==> config.mk <==
export PLATFORM = sky130hd
export DESIGN_NAME = board_row_fetcher
export DESIGN_NICKNAME = d
export VERILOG_FILES = /design/src/rtl/tetris_pkg.sv /design/src/rtl/piece_cell_match.sv /design/src/rtl/board_row_fetcher.sv
export SDC_FILE = /design/constraint.sdc
export NUM_CORES = 1
export LEC_CHECK = 0
export BUFFER_PORTS_ARGS = -buffer_cell sky130_fd_sc_hd__buf_4
export CORE_MARGIN = 2
export CORE_UTILIZATION = 40
export CTS_CLUSTER_DIAMETER = 80
export CTS_CLUSTER_SIZE = 30
export DETAILED_ROUTE_END_ITERATION = 6
export SYNTH_ARGS = -nofsm -noshare
export SYNTH_HDL_FRONTEND = slang
export SYNTH_SLANG_ARGS = --single-unit
==> constraint.sdc <==
create_clock -name Clk -period 11.73 [get_ports Clk]
set_input_delay 2.346 -clock Clk [delete_from_list [all_inputs] [get_ports Clk]]
set_output_delay 2.346 -clock Clk [all_outputs]
set_load 0.01 [all_outputs]
==> src/rtl/tetris_pkg.sv <==
// Shared board geometry, cell and piece types for the Tetris display pipeline.
package tetris_pkg;

    localparam int unsigned BOARD_COLS  = 10;
    localparam int unsigned BOARD_ROWS  = 20;
    localparam int unsigned CELL_W      = 16;
    localparam int unsigned PIECE_CELLS = 4;
    localparam int unsigned PX_W        = 4;
    localparam int unsigned PY_W        = 5;

    typedef logic [CELL_W-1:0] cell_t;

    typedef enum logic [1:0] {IDLE, FETCH, DRAIN, COMMIT} fetch_state_t;

    typedef struct packed {
        logic [PIECE_CELLS-1:0][PX_W-1:0] x;
        logic [PIECE_CELLS-1:0][PY_W-1:0] y;
        cell_t                            color;
    } piece_t;

endpackage

==> src/rtl/piece_cell_match.sv <==
// Combinational test of whether board cell (row, col) is covered by a piece cell.
module piece_cell_match
    import tetris_pkg::*;
(
    input  logic [7:0]                     i_row,
    input  logic [3:0]                     i_col,
    input  logic                           i_valid,
    input  logic [PIECE_CELLS-1:0][PX_W-1:0] i_x,
    input  logic [PIECE_CELLS-1:0][PY_W-1:0] i_y,
    output logic                           o_hit_c
);

    always_comb begin
        o_hit_c = 1'b0;
        for (int i = 0; i < int'(PIECE_CELLS); i++) begin
            if (i_valid && ({3'b000, i_y[i]} == i_row) && (i_x[i] == i_col)) begin
                o_hit_c = 1'b1;
            end
        end
    end

endmodule

==> src/rtl/board_row_fetcher.sv <==
// Fetches one board row from RAM (fixed 12-cycle latency) into a double-buffered Row bank.
// Falling-piece overlay is built only when PIECE_OVERLAY_EN is defined.
module board_row_fetcher
    import tetris_pkg::*;
#(
    parameter int unsigned ADDR_W = 8
)
(
    input  logic                           Clk,
    input  logic                           reset,
    input  logic                           LD_Row,
    input  logic [7:0]                     rowNum,
    output logic                           mem_rd,
    output logic [ADDR_W-1:0]              mem_addr,
    input  logic [15:0]                    mem_rdata,
    input  logic                           piece_valid,
    input  logic [PIECE_CELLS-1:0][PX_W-1:0] piece_x,
    input  logic [PIECE_CELLS-1:0][PY_W-1:0] piece_y,
    input  logic [15:0]                    piece_color,
    output cell_t [BOARD_COLS-1:0]         Row,
    output logic                           rowReady,
    output logic                           overrun
);

    fetch_state_t              r_state;
    fetch_state_t              w_state_next;
    logic                      r_ld_q;
    logic                      w_req;
    logic                      r_in_range;
    logic                      w_rn_in_range;
    logic [ADDR_W-1:0]         w_row_base;
    logic [3:0]                r_col;
    logic                      r_cap_en;
    logic [3:0]                r_cap_col;
    cell_t [BOARD_COLS-1:0]    r_shadow;
    cell_t [BOARD_COLS-1:0]    w_shadow_next;
    cell_t                     w_cell;

    assign w_req         = LD_Row & ~r_ld_q;
    assign w_rn_in_range = (rowNum < 8'(BOARD_ROWS));
    // row*10 as (row<<3)+(row<<1)
    assign w_row_base    = ADDR_W'({rowNum, 3'b000}) + ADDR_W'({rowNum, 1'b0});

    always_ff @(posedge Clk or posedge reset) begin
        if (reset) begin
            r_state <= IDLE;
        end else begin
            r_state <= w_state_next;
        end
    end

    always_comb begin
        w_state_next = r_state;
        case (r_state)
            IDLE:    if (w_req) w_state_next = FETCH;
            FETCH:   if (r_col == 4'(BOARD_COLS - 1)) w_state_next = DRAIN;
            DRAIN:   w_state_next = COMMIT;
            COMMIT:  w_state_next = IDLE;
            default: w_state_next = IDLE;
        endcase
    end

`ifdef PIECE_OVERLAY_EN
    logic [7:0] r_cur_row;
    logic       r_piece_valid;
    piece_t     r_piece;
    logic       w_hit;

    // Snapshot taken at request time so piece moves never tear a row.
    always_ff @(posedge Clk or posedge reset) begin
        if (reset) begin
            r_cur_row     <= '0;
            r_piece_valid <= 1'b0;
            r_piece       <= '0;
        end else if (r_state == IDLE && w_req) begin
            r_cur_row     <= rowNum;
            r_piece_valid <= piece_valid;
            r_piece.x     <= piece_x;
            r_piece.y     <= piece_y;
            r_piece.color <= piece_color;
        end
    end

    piece_cell_match u_match (
        .i_row   (r_cur_row),
        .i_col   (r_cap_col),
        .i_valid (r_piece_valid),
        .i_x     (r_piece.x),
        .i_y     (r_piece.y),
        .o_hit_c (w_hit)
    );

    assign w_cell = !r_in_range ? '0 : (w_hit ? r_piece.color : mem_rdata);
`else
    logic w_unused_piece;
    assign w_unused_piece = ^{piece_valid, piece_x, piece_y, piece_color};
    assign w_cell         = r_in_range ? mem_rdata : '0;
`endif

    always_comb begin
        w_shadow_next            = r_shadow;
        w_shadow_next[r_cap_col] = w_cell;
    end

    always_ff @(posedge Clk or posedge reset) begin
        if (reset) begin
            r_ld_q     <= 1'b0;
            r_in_range <= 1'b0;
            r_col      <= '0;
            r_cap_en   <= 1'b0;
            r_cap_col  <= '0;
            r_shadow   <= '0;
            Row        <= '0;
            rowReady   <= 1'b0;
            overrun    <= 1'b0;
            mem_rd     <= 1'b0;
            mem_addr   <= '0;
        end else begin
            r_ld_q    <= LD_Row;
            overrun   <= w_req && (r_state != IDLE);
            rowReady  <= (r_state == DRAIN);
            r_cap_en  <= (r_state == FETCH);
            r_cap_col <= r_col;

            if (r_state == IDLE && w_req) begin
                r_in_range <= w_rn_in_range;
                r_col      <= '0;
                mem_rd     <= w_rn_in_range;
                mem_addr   <= w_rn_in_range ? w_row_base : '0;
            end else if (r_state == FETCH) begin
                if (r_col == 4'(BOARD_COLS - 1)) begin
                    r_col    <= '0;
                    mem_rd   <= 1'b0;
                    mem_addr <= '0;
                end else begin
                    r_col <= r_col + 4'd1;
                    if (r_in_range) mem_addr <= mem_addr + ADDR_W'(1);
                end
            end

            // Last cell lands in DRAIN; it is merged straight into the committed bank.
            if (r_cap_en) r_shadow <= w_shadow_next;
            if (r_state == DRAIN) Row <= w_shadow_next;
        end
    end

endmodule

== After elaboration in Yosys (flattened, before gate mapping) ==
Index checks and enable logic that the tools add are counted.
Storage, ports and cells
  flip-flop bits (word level): 344
  bits of input ports: 80
  word-level logic and storage cells: 73
Operators by class
  $add $sub $neg: 3
  $lt $le $gt $ge: 3
  equality and inequality tests: 6
  muxes and demuxes: 18
  bitwise gates (word level): 2
  reduce and logical (&&, ||, !) cells: 11
Operator list (number)
  160-bit bitwise mux: 1
  16-bit demux with 4-bit select: 1
  8-bit two-way mux: 5
  16-bit two-way mux: 2
  4-bit two-way mux: 3
  8-bit by 1-bit adder with 8-bit output, second input constant: 1
  8-bit adder: 1
  8-bit by 5-bit < comparator with 1-bit output, second input constant: 1
  2-bit one-hot mux with 4 select lines: 1
  2-bit AND reduction: 3
  2-bit nonzero test: 3
  4-bit by 5-bit < comparator with 1-bit output, second input constant: 1
  4-bit by 1-bit adder with 4-bit output, second input constant: 1
  2-bit equality test, second input constant: 2
  4-bit equality test, second input constant: 1
  4-bit by 1-bit >= comparator with 1-bit output, second input constant: 1
  2-bit two-way mux: 2
  1-bit logical AND: 3
  1-bit two-way mux: 3
  3-bit nonzero test: 1
  2-bit by 1-bit equality test with 1-bit output, second input constant: 1
  2-bit zero test: 1
  2-bit by 1-bit != test with 1-bit output, second input constant: 1
  2-bit != test, second input constant: 1
  2 further kinds: 2

== Longest topological paths before layout ==
Gate-level depths: netlist (run 1).
  depth in word-level cells: 5
  gate-level depth with buffers: 8

== Worst setup path after synthesis (run 1) ==
Ideal clock, no wire load.
  path type: input to register
  start: in LD_Row
  end: reg mem_addr[4]
  library setup time: 0.123 ns
  arrival time: 3.367 ns
  required time: 11.607 ns
  setup slack: 8.240 ns
  stages on the path: 5
  path buffers: 1
  path through: and3b_1 clkbuf_1 nor2_1 nor2_1 o221a_2
Between the ends
  word-level cells in the longest chain between the ends: 4
  elaborated cells on any way between the ends: 6
  those cells by class: 1 x mux; 1 x bitwise; 4 x reduce/logical
Ends and longest elaborated chain
  start: declaration: line board_row_fetcher.sv:11  | input logic LD_Row,
  1-bit AND *: line board_row_fetcher.sv:39  | assign w_req = LD_Row & ~r_ld_q;
  1-bit logical AND *: line board_row_fetcher.sv:125  | if (r_state == IDLE && w_req) begin
  3-bit nonzero test (no line) / 2-bit nonzero test (equally long branches)
  2-bit AND reduction (no line)
  end signal: assignment: line board_row_fetcher.sv:129  | mem_addr <= w_rn_in_range ? w_row_base : '0;
  end signal: assignment: line board_row_fetcher.sv:137  | if (r_in_range) mem_addr <= mem_addr + ADDR_W'(1);
  end: declaration: line board_row_fetcher.sv:14  | output logic [ADDR_W-1:0] mem_addr,
Every way passes the cells marked *; elsewhere a longest branch is shown, timed or not.
A chain may end at the register's enable or synchronous reset.

==> results of run 1 <==
power by group through the flow:
| stage | logic [mW] | clock network, mW | registers, mW |
|---|---|---|---|
| after floorplan | 1.10 | 0 | 2.13 |
| after global placement | 1.86 | 0 | 2.10 |
| after detailed placement | 1.90 | 0 | 2.11 |
| after CTS | 1.91 | 0.863 | 2.09 |
| after global routing | 2.13 | 0.903 | 2.16 |
| final | 1.88 | 0.835 | 2.09 |
critical path: stages:
cell	delay, ns
sky130_fd_sc_hd__buf_4	0.12
sky130_fd_sc_hd__clkinvlp_4	0.56
sky130_fd_sc_hd__buf_4	0.73
sky130_fd_sc_hd__buf_4	0.90
placed cells by master (no fill, tap or decap), drive strengths merged, types with 3 or more instances in the layout:
cell type	n
nand3	5
o21ai	169
buf	218
inv	18
or2	11
and3	4
ha	10
or4b	4
clkinv	4
clkbuf	21
a2bb2oi	3
nor2	330
a21oi	329
nand4bb	4
and2	3
nand2	185
nor3	7
dfrtp	344
metrics by stage:
stage / instances / util [%] / instance area (sq um) / total power [mW] / hold slack, ns
after floorplan: 1605 / - / 14500 / 3.23 / 0.400
after global placement: 2129 / 45.0 / 16000 / 3.95 / 0.424
after detailed placement: 2129 / 45.0 / 16000 / 4.01 / 0.425
after CTS: 2164 / 47.0 / 16800 / 4.86 / 0.447
after global routing: 2164 / 47.0 / 16800 / 5.20 / 0.474
final: 2164 / 47.0 / 16800 / 4.80 / 0.449
path summary, 6_finish.rpt:
path	end	slack [ns]	cells past startpoint
max in group Clk	mem_addr[4]$_DFFE_PP0P_	8.18	5
hold / removal	r_cap_col[3]$_DFF_PP0_	0.45	0
hold reg to reg	r_cap_col[3]$_DFF_PP0_	0.45	0
setup reg to reg	Row[38]$_DFFE_PP0P_	8.71	6
min in group asynchronous	Row[84]$_DFFE_PP0P_	1.95	2
setup / recovery	r_col[3]$_DFFE_PP0P_	7.51	4
layer usage:
layer	GRT usage, %	up-vias	wire length, um
met5	0	-	0
met4	4.19	0	662
met3	2.43	42	1620
met2	32.6	207	17500
met1	29.4	5288	17700
li1	-	5522	-
state kept, by name (all words and copies together), names as in the netlist:
name        count
mem_addr        8
r_cap_en        1
Row           160
r_state         2
r_cap_col       4
overrun         1
rowReady        1
r_shadow      160
r_in_range      1
mem_rd          1
r_ld_q          1
r_col           4
cell type report:
type | count | area share [%]
repair buffers | 218 | 9.83
clock inverters | 14 | 1.19
clock buffers | 21 | 3.13
flip-flops and latches | 344 | 51.3
multi-input cells | 1096 | 30.8
well taps | 461 | 3.44
inverters | 10 | 0.246
logic make-up (layout without fill, tap and decap cells):
| group | after synthesis | after routing |
|---|---|---|
| AO/OA/AOI/OAI | 520 | 520 |
| XOR/XNOR | 1 | 1 |
| adder cells (fa/ha/maj) | 11 | 11 |
| buffers and inverters | 165 | 263 |
| flip-flops | 344 | 344 |
| multiplexers | 1 | 1 |
| AND/OR/NAND/NOR | 563 | 563 |
==> qor.txt, run 1 <==
OUTCOME
--------------------------------------------------------------------------------------
Outcome .................................................................    completed

CLOCKING
--------------------------------------------------------------------------------------
CTS tree ................................................................        built
Clock slew at the register clock pins of the worst setup and hold paths .      0.10 ns
Source-to-sink clock delay at the later pin of the worst-skew pair ......      0.54 ns
H-tree levels ...........................................................            1
Number of buffers created by CTS ........................................           20
Cts hold-fix bufs .......................................................            0
Cell chosen for the clock root .......................................... sky130_fd_sc_hd__clkbuf_16
Number of buffers on the longest clock path .............................            3
Resize count post-CTS ...................................................            0
Post CTS Setup Buffer Count .............................................            0
Clock sink count ........................................................          344

STA
--------------------------------------------------------------------------------------
Clock skew ..............................................................    0.0208 ns
Period minus WS final ...................................................      4.22 ns
Relative slew margins ...................................................        23.1%
Actual transition at the worst max-transition pin .......................      1.15 ns
Peak Freq ...............................................................      237 MHz
Summed negative setup slack over all endpoints ..........................         0 ns
Endpoints failing hold ..................................................            0
Fin crit share ..........................................................        36.0%
Max Transition Viols Final ..............................................            0
Count of endpoints failing setup in the final report ....................            0
Worst Slack Setup Final .................................................      7.51 ns
Unrepaired setup endpoints after global routing .........................        false

SYNTHESIS
--------------------------------------------------------------------------------------
Number of instances in the synthesized netlist ..........................         1605
Synthesized Nets ........................................................         1696
Area fraction in compound gates after synthesis .........................        18.8%
Area share of and/or/nand/nor cells after synthesis .....................        15.6%
Combinational family with the most area after synthesis ................. compound AO/OA/AOI/OAI gates
Post-Synthesis Cell Area ................................................  14500 sq um
Count of cell types in the netlist ......................................           44
Count leader, synth ..................................................... sky130_fd_sc_hd__dfrtp_1
Dominant synthesized flop cell .......................................... sky130_fd_sc_hd__dfrtp_1
Share of the synthesized area in the top cell type ......................        59.3%
Mux share of post-synthesis cell area ...................................      0.0775%
Xor/xnor cell area share of the yosys netlist ...........................      0.0603%
Cell taking the most area after synthesis ............................... sky130_fd_sc_hd__dfrtp_1
Cell types occupying the most area after synthesis ...................... sky130_fd_sc_hd__dfrtp_1 (59%), sky130_fd_sc_hd__a21oi_1 (11%), sky130_fd_sc_hd__nor2_1 (8.5%), sky130_fd_sc_hd__nand2_1 (4.8%), sky130_fd_sc_hd__clkbuf_1 (3.4%)
Post-synth top cells .................................................... sky130_fd_sc_hd__dfrtp_1 (344), sky130_fd_sc_hd__nor2_1 (330), sky130_fd_sc_hd__a21oi_1 (329), sky130_fd_sc_hd__nand2_1 (185), sky130_fd_sc_hd__clkbuf_1 (131)
Adder and majority cell fraction of the synthesized area ................       0.999%
Number of flip-flops and latches in the synthesized netlist .............          344
Post-Synthesis Mean Instance Area .......................................   9.05 sq um
EDFF count, synth .......................................................            0
Async S/R FF share, synth ...............................................         100%
Register area share after synthesis .....................................        59.3%
Warning count from the yosys run ........................................            0

FLOORPLANNING
--------------------------------------------------------------------------------------
Floorplan Core Area .....................................................  35700 sq um
Floorplan die area ......................................................  37800 sq um
Ports ...................................................................          251
Site Rows ...............................................................           69
Initial Util ............................................................        40.7%
Chip Width ..............................................................       195 um
Height of the chip ......................................................       195 um

PLACEMENT
--------------------------------------------------------------------------------------
Pre-CTS setup slack .....................................................      6.77 ns
HPWL after detailed placement ...........................................     22700 um
Buffers on Ports ........................................................          197
Routability congestion estimate .........................................        0.765

POWER AND IR DROP
--------------------------------------------------------------------------------------
Switching power .........................................................      1.94 mW
Share of power burned in registers ......................................        43.5%
Part of the power in the clock network ..................................        17.4%
Power density of the placed cells .......................................  286 nW/um^2
Power share of the combinational group ..................................        39.1%
Internal power contribution .............................................      2.86 mW
Maximum vdd drop ........................................................   0.000126 V
Lkg Pwr .................................................................      7.39 nW
Sw frac .................................................................        40.4%

GLOBAL ROUTING
--------------------------------------------------------------------------------------
GRT overflow ............................................................            0
Vias in the first global route ..........................................        10.6k
Largest net degree at the start of global routing .......................          173
Initial antenna violation count .........................................            0
Global-route wire length before repair ..................................     61100 um
Global-route usage over all layers ......................................        20.2%

LAYOUT
--------------------------------------------------------------------------------------
# diodes ................................................................            0
FF/Latch Area ...........................................................   8610 sq um
Total of fill cells in the finished design ..............................         3392
Number of nets in the final layout ......................................         1781
Multi-input combinational cell area .....................................   5170 sq um
Share of cells above drive strength 1 ...................................        16.3%
Area growth, synth to finish ............................................        15.5%

SETUP PATH
--------------------------------------------------------------------------------------
Required time reported for the critical path endpoint ...................     12.25 ns
First element of the critical path ......................................        reset
Launching point of the worst reg2reg path ............................... r_state[0]$_DFFE_PP0P_
Arrival @ worst endpoint ................................................      4.73 ns
Worst setup SP type .....................................................    input pin
Category of the critical setup timing path ..............................  in -> async
Top fanout value on the critical path ...................................           78
Crit end category ....................................................... asynchronous set/reset pin

DRT
--------------------------------------------------------------------------------------
Number of DRC markers in iteration 0 ....................................          746
Number of routed nets with antenna violations ...........................            0
Total iterations of the first detailed-routing run ......................            5
Wire length after detailed routing ......................................     37500 um
Via total after detailed routing ........................................        11.1k
DR WL/cell ..............................................................      17.3 um
Residual DRC count ......................................................            0
Post-DR vias/cell .......................................................         5.11

JOB
--------------------------------------------------------------------------------------
Max-cap violation count .................................................            0

HOLD PATH
--------------------------------------------------------------------------------------
Worst Hold Class ........................................................   reg -> reg
Hold Path Origin ........................................................ r_col[3]$_DFFE_PP0P_

Power figures use the tool's default switching activity.
==> run 2: changes to the inputs <==
==> constraint.sdc (replaced) <==
create_clock -name Clk -period 3.8 [get_ports Clk]
set_input_delay 0.76 -clock Clk [delete_from_list [all_inputs] [get_ports Clk]]
set_output_delay 0.76 -clock Clk [all_outputs]
set_load 0.01 [all_outputs]
==> qor.txt, run 2 (synthesis gave the netlist of run 1 again) <==
GLOBAL ROUTING
--------------------------------------------------------------------------------------
Initial antenna violation count .........................................            0   unchanged
Vias in the first global route ..........................................        10.4k   was 10.6k
Largest net degree at the start of global routing .......................          125   was 173
Global-route wire length before repair ..................................     60400 um   was 61100 um
Global-route usage over all layers ......................................        20.0%   was 20.2%
GRT overflow ............................................................            0   unchanged

DRT
--------------------------------------------------------------------------------------
Post-DR vias/cell .......................................................         5.09   was 5.11
Number of routed nets with antenna violations ...........................            0   unchanged
Via total after detailed routing ........................................        11.0k   was 11.1k
Residual DRC count ......................................................            0   unchanged
Wire length after detailed routing ......................................     37600 um   was 37500 um
Total iterations of the first detailed-routing run ......................            5   unchanged
DR WL/cell ..............................................................      17.3 um   about the same
Number of DRC markers in iteration 0 ....................................          693   was 746

STA
--------------------------------------------------------------------------------------
Endpoints failing hold ..................................................            0   unchanged
Clock skew ..............................................................    0.0314 ns   was 0.0208 ns
Fin crit share ..........................................................        64.4%
Actual transition at the worst max-transition pin .......................      1.19 ns   was 1.15 ns
Count of endpoints failing setup in the final report ....................            0   unchanged
Max Transition Viols Final ..............................................            0   unchanged
Period minus WS final ...................................................      2.45 ns
Summed negative setup slack over all endpoints ..........................         0 ns   unchanged
Worst Slack Setup Final .................................................      1.35 ns   was 7.51 ns
Unrepaired setup endpoints after global routing .........................        false   unchanged
Relative slew margins ...................................................        20.8%   was 23.1%
Peak Freq ...............................................................      409 MHz

FLOORPLANNING
--------------------------------------------------------------------------------------
Ports ...................................................................          251   unchanged
Initial Util ............................................................        40.7%   unchanged
Floorplan die area ......................................................  37800 sq um   unchanged
Site Rows ...............................................................           69   unchanged
Height of the chip ......................................................       195 um   unchanged
Chip Width ..............................................................       195 um   unchanged
Floorplan Core Area .....................................................  35700 sq um   unchanged

CLOCKING
--------------------------------------------------------------------------------------
H-tree levels ...........................................................            1   unchanged
Cell chosen for the clock root .......................................... sky130_fd_sc_hd__clkbuf_16   unchanged
Source-to-sink clock delay at the later pin of the worst-skew pair ......      0.53 ns   was 0.54 ns
Cts hold-fix bufs .......................................................            0   unchanged
Clock slew at the register clock pins of the worst setup and hold paths .      0.12 ns   was 0.10 ns
CTS tree ................................................................        built   unchanged
Post CTS Setup Buffer Count .............................................            0   unchanged
Resize count post-CTS ...................................................            0   unchanged
Number of buffers created by CTS ........................................           17   was 20
Clock sink count ........................................................          344   unchanged
Number of buffers on the longest clock path .............................            3   unchanged

LAYOUT
--------------------------------------------------------------------------------------
Most common cell after layout, fill and taps aside ...................... sky130_fd_sc_hd__dfrtp_1   unchanged
Share of cells above drive strength 1 ...................................        16.6%   was 16.3%
Leading cell types in the layout, fill and taps excluded ................ sky130_fd_sc_hd__dfrtp_1 (344), sky130_fd_sc_hd__nor2_1 (330), sky130_fd_sc_hd__a21oi_1 (329)   unchanged
Area growth, synth to finish ............................................        15.5%   about the same
Number of nets in the final layout ......................................         1794   was 1781
# diodes ................................................................            0   unchanged
Largest registers ....................................................... Row x160, r_shadow x160, mem_addr x8   unchanged

SETUP PATH
--------------------------------------------------------------------------------------
Category of the critical setup timing path ..............................   reg -> reg   was in -> async
Crit end category .......................................................         flop   was asynchronous set/reset pin
Required time reported for the critical path endpoint ...................      4.16 ns   was 12.25 ns
Worst setup SP type .....................................................         flop   was input pin
Kind of cell adding the most delay to the critical path ................. simple AND/OR/NAND/NOR gates   was buffers and inverters
Arrival @ worst endpoint ................................................      2.81 ns   was 4.73 ns
Critical path, cell by cell ............................................. or4_1, buf_4, or2_1, nand2_1, o21ai_0   was buf_4, clkinvlp_4, buf_4, buf_4
Top fanout value on the critical path ...................................           33   was 78
Largest stage delay, worst path .........................................      0.66 ns   was 0.90 ns
Buffer and inverter count on the worst path .............................            1   was 4
Critical-path cell with the highest stage delay ......................... sky130_fd_sc_hd__or2_1   was sky130_fd_sc_hd__buf_4

OUTCOME
--------------------------------------------------------------------------------------
Outcome .................................................................    completed   unchanged

POWER AND IR DROP
--------------------------------------------------------------------------------------
Sw frac .................................................................        40.1%   was 40.4%
Part of the power in the clock network ..................................        15.1%   was 17.4%
Maximum vdd drop ........................................................   0.000526 V   was 0.000126 V
Share of power burned in registers ......................................        44.4%   was 43.5%
Power density of the placed cells .......................................  866 nW/um^2   was 286 nW/um^2
Internal power contribution .............................................      8.70 mW   was 2.86 mW
Power share of the combinational group ..................................        40.6%   was 39.1%
Lkg Pwr .................................................................      7.40 nW   was 7.39 nW
Switching power .........................................................      5.83 mW   was 1.94 mW

PLACEMENT
--------------------------------------------------------------------------------------
Pre-CTS setup slack .....................................................      1.36 ns   was 6.77 ns
Routability congestion estimate .........................................        0.765   about the same
Buffers on Ports ........................................................          197   unchanged
HPWL after detailed placement ...........................................     23400 um   was 22700 um

HOLD PATH
--------------------------------------------------------------------------------------
Worst Hold Class ........................................................    in -> reg   was reg -> reg

JOB
--------------------------------------------------------------------------------------
Max-cap violation count .................................................            0   unchanged

run 2: area by class of cell:
class | instances | area (sq um)
fill | 3492 | 18900
sequential | 344 | 8610
multi-input combinational | 1096 | 5170
timing repair buffer | 234 | 1840
tap | 461 | 577
clock buffer | 19 | 453
clock inverter | 6 | 81.3
inverter | 10 | 41.3
run 2: per-stage QoR:
step	instance area [sq um]	power [mW]	instances	util (%)	hold slack, ns
2_1_floorplan	14500	9.97	1605	-	0.400
5_1_grt	16800	15.7	2170	47.0	0.357
3_5_place_dp	16200	12.5	2145	45.5	0.428
6_report	16800	14.5	2170	47.0	0.373
3_3_place_gp	16200	12.3	2145	45.5	0.426
4_1_cts	16800	14.7	2170	47.0	0.354
run 2: final timing paths:
path,start,slack (ns),depth (start not counted),to
max in group asynchronous,reset,2.44,3,r_shadow[7]$_DFFE_PP0P_
min in group asynchronous,reset,0.40,2,r_shadow[102]$_DFFE_PP0P_
min reg2reg,r_col[3]$_DFFE_PP0P_,0.45,0,r_cap_col[3]$_DFF_PP0_
max,r_cap_col[1]$_DFF_PP0_,1.35,5,r_shadow[15]$_DFFE_PP0P_
min,LD_Row,0.37,1,r_ld_q$_DFF_PP0_
max reg2reg,r_cap_col[1]$_DFF_PP0_,1.35,5,r_shadow[15]$_DFFE_PP0P_
run 2: routing by layer:
| metal | track usage (%) | up-vias | share of wire, % |
|---|---|---|---|
| li1 | - | 5528 | - |
| met1 | 29.3 | 5222 | 47 |
| met2 | 32.0 | 253 | 47 |
| met3 | 2.74 | 33 | 5.3 |
| met4 | 3.79 | 0 | 1.5 |
| met5 | 0 | - | 0 |
run 2: power groups by stage:
stage                     logic [mW]  registers [mW]  clock network [mW]
after detailed placement        5.95            6.53                   0
after global routing            6.66            6.67                2.38
after CTS                       5.97            6.46                2.24
after global placement          5.82            6.48                   0
after floorplan                 3.40            6.57                   0
final                           5.89            6.45                2.19
run 2: worst reg2reg max path, cell delays in order (launching register included):
cell and delay [ns]:
sky130_fd_sc_hd__dfrtp_1 0.49, sky130_fd_sc_hd__or4_1 0.54, sky130_fd_sc_hd__buf_4 0.25, sky130_fd_sc_hd__or2_1 0.67, sky130_fd_sc_hd__nand2_1 0.22, sky130_fd_sc_hd__o21ai_0 0.12
==> run 3: changes to the inputs <==
--- a/config.mk
+++ b/config.mk
@@ -5,6 +5,7 @@
 export SDC_FILE = /design/constraint.sdc
 export NUM_CORES = 1
 export LEC_CHECK = 0
+export ABC_AREA = 1
 export BUFFER_PORTS_ARGS = -buffer_cell sky130_fd_sc_hd__buf_4
 export CORE_MARGIN = 2
 export CORE_UTILIZATION = 40
==> constraint.sdc (replaced) <==
create_clock -name Clk -period 2.15 [get_ports Clk]
set_input_delay 0.43 -clock Clk [delete_from_list [all_inputs] [get_ports Clk]]
set_output_delay 0.43 -clock Clk [all_outputs]
set_load 0.01 [all_outputs]
==> qor.txt, run 3 <==
OUTCOME
--------------------------------------------------------------------------------------
Outcome .................................................................    completed   unchanged

LAYOUT
--------------------------------------------------------------------------------------
Finished layout cell area ...............................................  16900 sq um   was 16800 sq um
Post-layout util ........................................................        48.8%   was 47.0%
Number of nets in the final layout ......................................         1865   was 1794
Share of cells above drive strength 1 ...................................        16.3%   was 16.6%
Leading cell types in the layout, fill and taps excluded ................ sky130_fd_sc_hd__nand2_1 (409), sky130_fd_sc_hd__dfrtp_1 (344), sky130_fd_sc_hd__o21ai_0 (330)   was sky130_fd_sc_hd__dfrtp_1 (344), sky130_fd_sc_hd__nor2_1 (330), sky130_fd_sc_hd__a21oi_1 (329)
Area growth, synth to finish ............................................        19.7%   was 15.5%
# diodes ................................................................            0   unchanged
Most common cell after layout, fill and taps aside ...................... sky130_fd_sc_hd__nand2_1   was sky130_fd_sc_hd__dfrtp_1
Total of fill cells in the finished design ..............................         3325   was 3492
Largest registers ....................................................... Row x160, r_shadow x160, mem_addr x8   unchanged

SYNTHESIS
--------------------------------------------------------------------------------------
EDFF count, synth .......................................................            0   unchanged
Count leader, synth ..................................................... sky130_fd_sc_hd__nand2_1   was sky130_fd_sc_hd__dfrtp_1
Register area share after synthesis .....................................        60.8%   was 59.3%
Count of cell types in the netlist ......................................           23   was 44
Dominant synthesized flop cell .......................................... sky130_fd_sc_hd__dfrtp_1   unchanged
Number of flip-flops and latches in the synthesized netlist .............          344   unchanged
Async S/R FF share, synth ...............................................         100%   unchanged
Post-Synthesis Cell Area ................................................  14200 sq um   was 14500 sq um
Synthesized Nets ........................................................         1687   was 1696
Cell types occupying the most area after synthesis ...................... sky130_fd_sc_hd__dfrtp_1 (61%), sky130_fd_sc_hd__o21ai_0 (12%), sky130_fd_sc_hd__nand2_1 (11%), sky130_fd_sc_hd__a21oi_1 (5.7%), sky130_fd_sc_hd__nor2_1 (4.6%)   was sky130_fd_sc_hd__dfrtp_1 (59%), sky130_fd_sc_hd__a21oi_1 (11%), sky130_fd_sc_hd__nor2_1 (8.5%), sky130_fd_sc_hd__nand2_1 (4.8%), sky130_fd_sc_hd__clkbuf_1 (3.4%)
Number of instances in the synthesized netlist ..........................         1596   was 1605
Post-Synthesis Mean Instance Area .......................................   8.87 sq um   was 9.05 sq um
Cell taking the most area after synthesis ............................... sky130_fd_sc_hd__dfrtp_1   unchanged
Share of the synthesized area in the top cell type ......................        60.8%   was 59.3%
Post-synth top cells .................................................... sky130_fd_sc_hd__nand2_1 (409), sky130_fd_sc_hd__dfrtp_1 (344), sky130_fd_sc_hd__o21ai_0 (330), sky130_fd_sc_hd__nor2_1 (175), sky130_fd_sc_hd__a21oi_1 (162)   was sky130_fd_sc_hd__dfrtp_1 (344), sky130_fd_sc_hd__nor2_1 (330), sky130_fd_sc_hd__a21oi_1 (329), sky130_fd_sc_hd__nand2_1 (185), sky130_fd_sc_hd__clkbuf_1 (131)
Warning count from the yosys run ........................................            0   unchanged

POWER AND IR DROP
--------------------------------------------------------------------------------------
Switching power .........................................................      8.99 mW   was 5.83 mW
Power density of the placed cells ....................................... 1340 nW/um^2   was 866 nW/um^2
Power share of the combinational group ..................................        38.3%   was 40.6%
Maximum vdd drop ........................................................   0.000646 V   was 0.000526 V
Part of the power in the clock network ..................................        16.8%   was 15.1%
Lkg Pwr .................................................................      7.82 nW   was 7.40 nW
Sw frac .................................................................        39.6%   was 40.1%
Share of power burned in registers ......................................        44.9%   was 44.4%
Internal power contribution .............................................      13.7 mW   was 8.70 mW

STA
--------------------------------------------------------------------------------------
Count of endpoints failing setup in the final report ....................            0   unchanged
Clock skew ..............................................................    0.0207 ns   was 0.0314 ns
Max Transition Viols Final ..............................................            0   unchanged
Final worst hold slack ..................................................    0.0356 ns   was 0.373 ns
Actual transition at the worst max-transition pin .......................     0.678 ns   was 1.19 ns
Peak Freq ...............................................................      560 MHz   was 409 MHz
Unrepaired setup endpoints after global routing .........................        false   unchanged
Endpoints failing hold ..................................................            0   unchanged
Relative slew margins ...................................................        54.8%   was 20.8%
Period minus WS final ...................................................      1.78 ns   was 2.45 ns
Fin crit share ..........................................................        83.0%   was 64.4%

CLOCKING
--------------------------------------------------------------------------------------
Post CTS Setup Buffer Count .............................................            0   unchanged
Source-to-sink clock delay at the later pin of the worst-skew pair ......      0.52 ns   was 0.53 ns
Cell chosen for the clock root .......................................... sky130_fd_sc_hd__clkbuf_16   unchanged
Clock sink count ........................................................          344   unchanged
H-tree levels ...........................................................            1   unchanged
Cts hold-fix bufs .......................................................            0   unchanged
Number of buffers on the longest clock path .............................            3   unchanged
Resize count post-CTS ...................................................            0   unchanged
Clock slew at the register clock pins of the worst setup and hold paths .      0.10 ns   was 0.12 ns
Number of buffers created by CTS ........................................           17   unchanged
CTS tree ................................................................        built   unchanged

PLACEMENT
--------------------------------------------------------------------------------------
HPWL after detailed placement ...........................................     25600 um   was 23400 um
Buffers on Ports ........................................................          197   unchanged
Cell area after placement ...............................................  16400 sq um   was 16200 sq um
Routability congestion estimate .........................................        0.856   was 0.765

FLOORPLANNING
--------------------------------------------------------------------------------------
Floorplan Core Area .....................................................  34700 sq um   was 35700 sq um
Chip Width ..............................................................       192 um   was 195 um
Initial Util ............................................................        40.8%   was 40.7%
Ports ...................................................................          251   unchanged
Site Rows ...............................................................           68   was 69
Floorplan die area ......................................................  36900 sq um   was 37800 sq um
Height of the chip ......................................................       192 um   was 195 um

DRT
--------------------------------------------------------------------------------------
Via total after detailed routing ........................................        11.3k   was 11.0k
Number of DRC markers in iteration 0 ....................................         1034   was 693
Wire length after detailed routing ......................................     37700 um   was 37600 um
Residual DRC count ......................................................            0   unchanged
Number of routed nets with antenna violations ...........................            0   unchanged
DR WL/cell ..............................................................      16.9 um   was 17.3 um
Post-DR vias/cell .......................................................         5.05   was 5.09
Total iterations of the first detailed-routing run ......................            5   unchanged

SETUP PATH
--------------------------------------------------------------------------------------
Required time reported for the critical path endpoint ...................      2.53 ns   was 4.16 ns
Critical-path cell with the highest stage delay ......................... sky130_fd_sc_hd__dfrtp_1   was sky130_fd_sc_hd__or2_1
Crit end category .......................................................         flop   unchanged
Top fanout value on the critical path ...................................            8   was 33
Buffer and inverter count on the worst path .............................            2   was 1
Critical path, cell by cell ............................................. inv_1, ha_1, nand3_1, nand2_1, o21ai_4, inv_1, nand3_1, o21ai_0   was or4_1, buf_4, or2_1, nand2_1, o21ai_0
Arrival @ worst endpoint ................................................      2.16 ns   was 2.81 ns
Worst setup SP type .....................................................         flop   unchanged
Kind of cell adding the most delay to the critical path ................. simple AND/OR/NAND/NOR gates   unchanged
Category of the critical setup timing path ..............................   reg -> reg   unchanged
Largest stage delay, worst path .........................................      0.36 ns   was 0.66 ns

GLOBAL ROUTING
--------------------------------------------------------------------------------------
GRT overflow ............................................................            0   unchanged
Initial antenna violation count .........................................            0   unchanged
Global-route usage over all layers ......................................        20.7%   was 20.0%
Largest net degree at the start of global routing .......................           97   was 125
Vias in the first global route ..........................................        10.6k   was 10.4k
Global-route wire length before repair ..................................     59800 um   was 60400 um

HOLD PATH
--------------------------------------------------------------------------------------
Worst Hold Class ........................................................    in -> reg   unchanged

JOB
--------------------------------------------------------------------------------------
Max-cap violation count .................................................            0   unchanged

-- run 3: logic make-up after synthesis --
kind of cell	synth area share (%)
compound gates	17.7
xor+xnor	0.186
fa+ha+maj	1.03
buf+inv	4.03
flops	60.8
simple gates	16.3
-- run 3: metal layers --
metal | vias up | wire (um) | global-route usage (%)
li1 | 5585 | - | -
met1 | 5384 | 17500 | 30.5
met2 | 287 | 17400 | 32.6
met3 | 33 | 2220 | 3.20
met4 | 0 | 622 | 3.88
met5 | - | 0 | 0
-- run 3: layout make-up --
cell class	count	area (sq um)	share of cell area, %
inverter	35	150	0.886
clock buffer	17	425	2.51
timing repair buffer	261	2110	12.4
sequential	344	8610	50.8
multi-input combinational	1115	4970	29.3
clock inverter	8	110	0.650
tap	455	569	3.36
-- run 3: worst reg2reg max path, cell delays in order, from the launching register on --
cell	delay (ns)
sky130_fd_sc_hd__dfrtp_1	0.36
sky130_fd_sc_hd__inv_1	0.07
sky130_fd_sc_hd__ha_1	0.24
sky130_fd_sc_hd__nand3_1	0.14
sky130_fd_sc_hd__nand2_1	0.17
sky130_fd_sc_hd__o21ai_4	0.27
sky130_fd_sc_hd__inv_1	0.20
sky130_fd_sc_hd__nand3_1	0.10
sky130_fd_sc_hd__o21ai_0	0.09
-- run 3: final timing paths --
path / from / endpoint / slack, ns / cells after the start
min: LD_Row / r_ld_q$_DFF_PP0_ / 0.04 / 1
max in group asynchronous: reset / r_shadow[1]$_DFFE_PP0P_ / 1.51 / 4
min in group asynchronous: reset / Row[155]$_DFFE_PP0P_ / 0.10 / 3
max reg2reg: r_state[0]$_DFFE_PP0P_ / mem_addr[0]$_DFFE_PP0P_ / 0.37 / 8
max: r_state[0]$_DFFE_PP0P_ / mem_addr[0]$_DFFE_PP0P_ / 0.37 / 8
min reg2reg: r_col[1]$_DFFE_PP0P_ / r_cap_col[1]$_DFF_PP0_ / 0.43 / 0
-- run 3: power by group through the flow --
stage,registers [mW],logic (mW),clock network [mW]
after global placement,10.2,8.62,0
after detailed placement,10.3,8.81,0
after global routing,10.5,9.89,4.17
final,10.2,8.69,3.80
after CTS,10.2,8.84,3.93
after floorplan,10.4,4.75,0
-- run 3: through the flow --
stage,setup slack (ns),instances,power [mW],TNS [ns]
floorplan,-2.88,1596,15.1,-991.58
global placement,0.353,2210,18.8,0
detailed placement,0.341,2210,19.1,0
CTS,0.363,2235,23.0,0
global route,0.112,2235,24.5,0
finish,0.365,2235,22.7,0
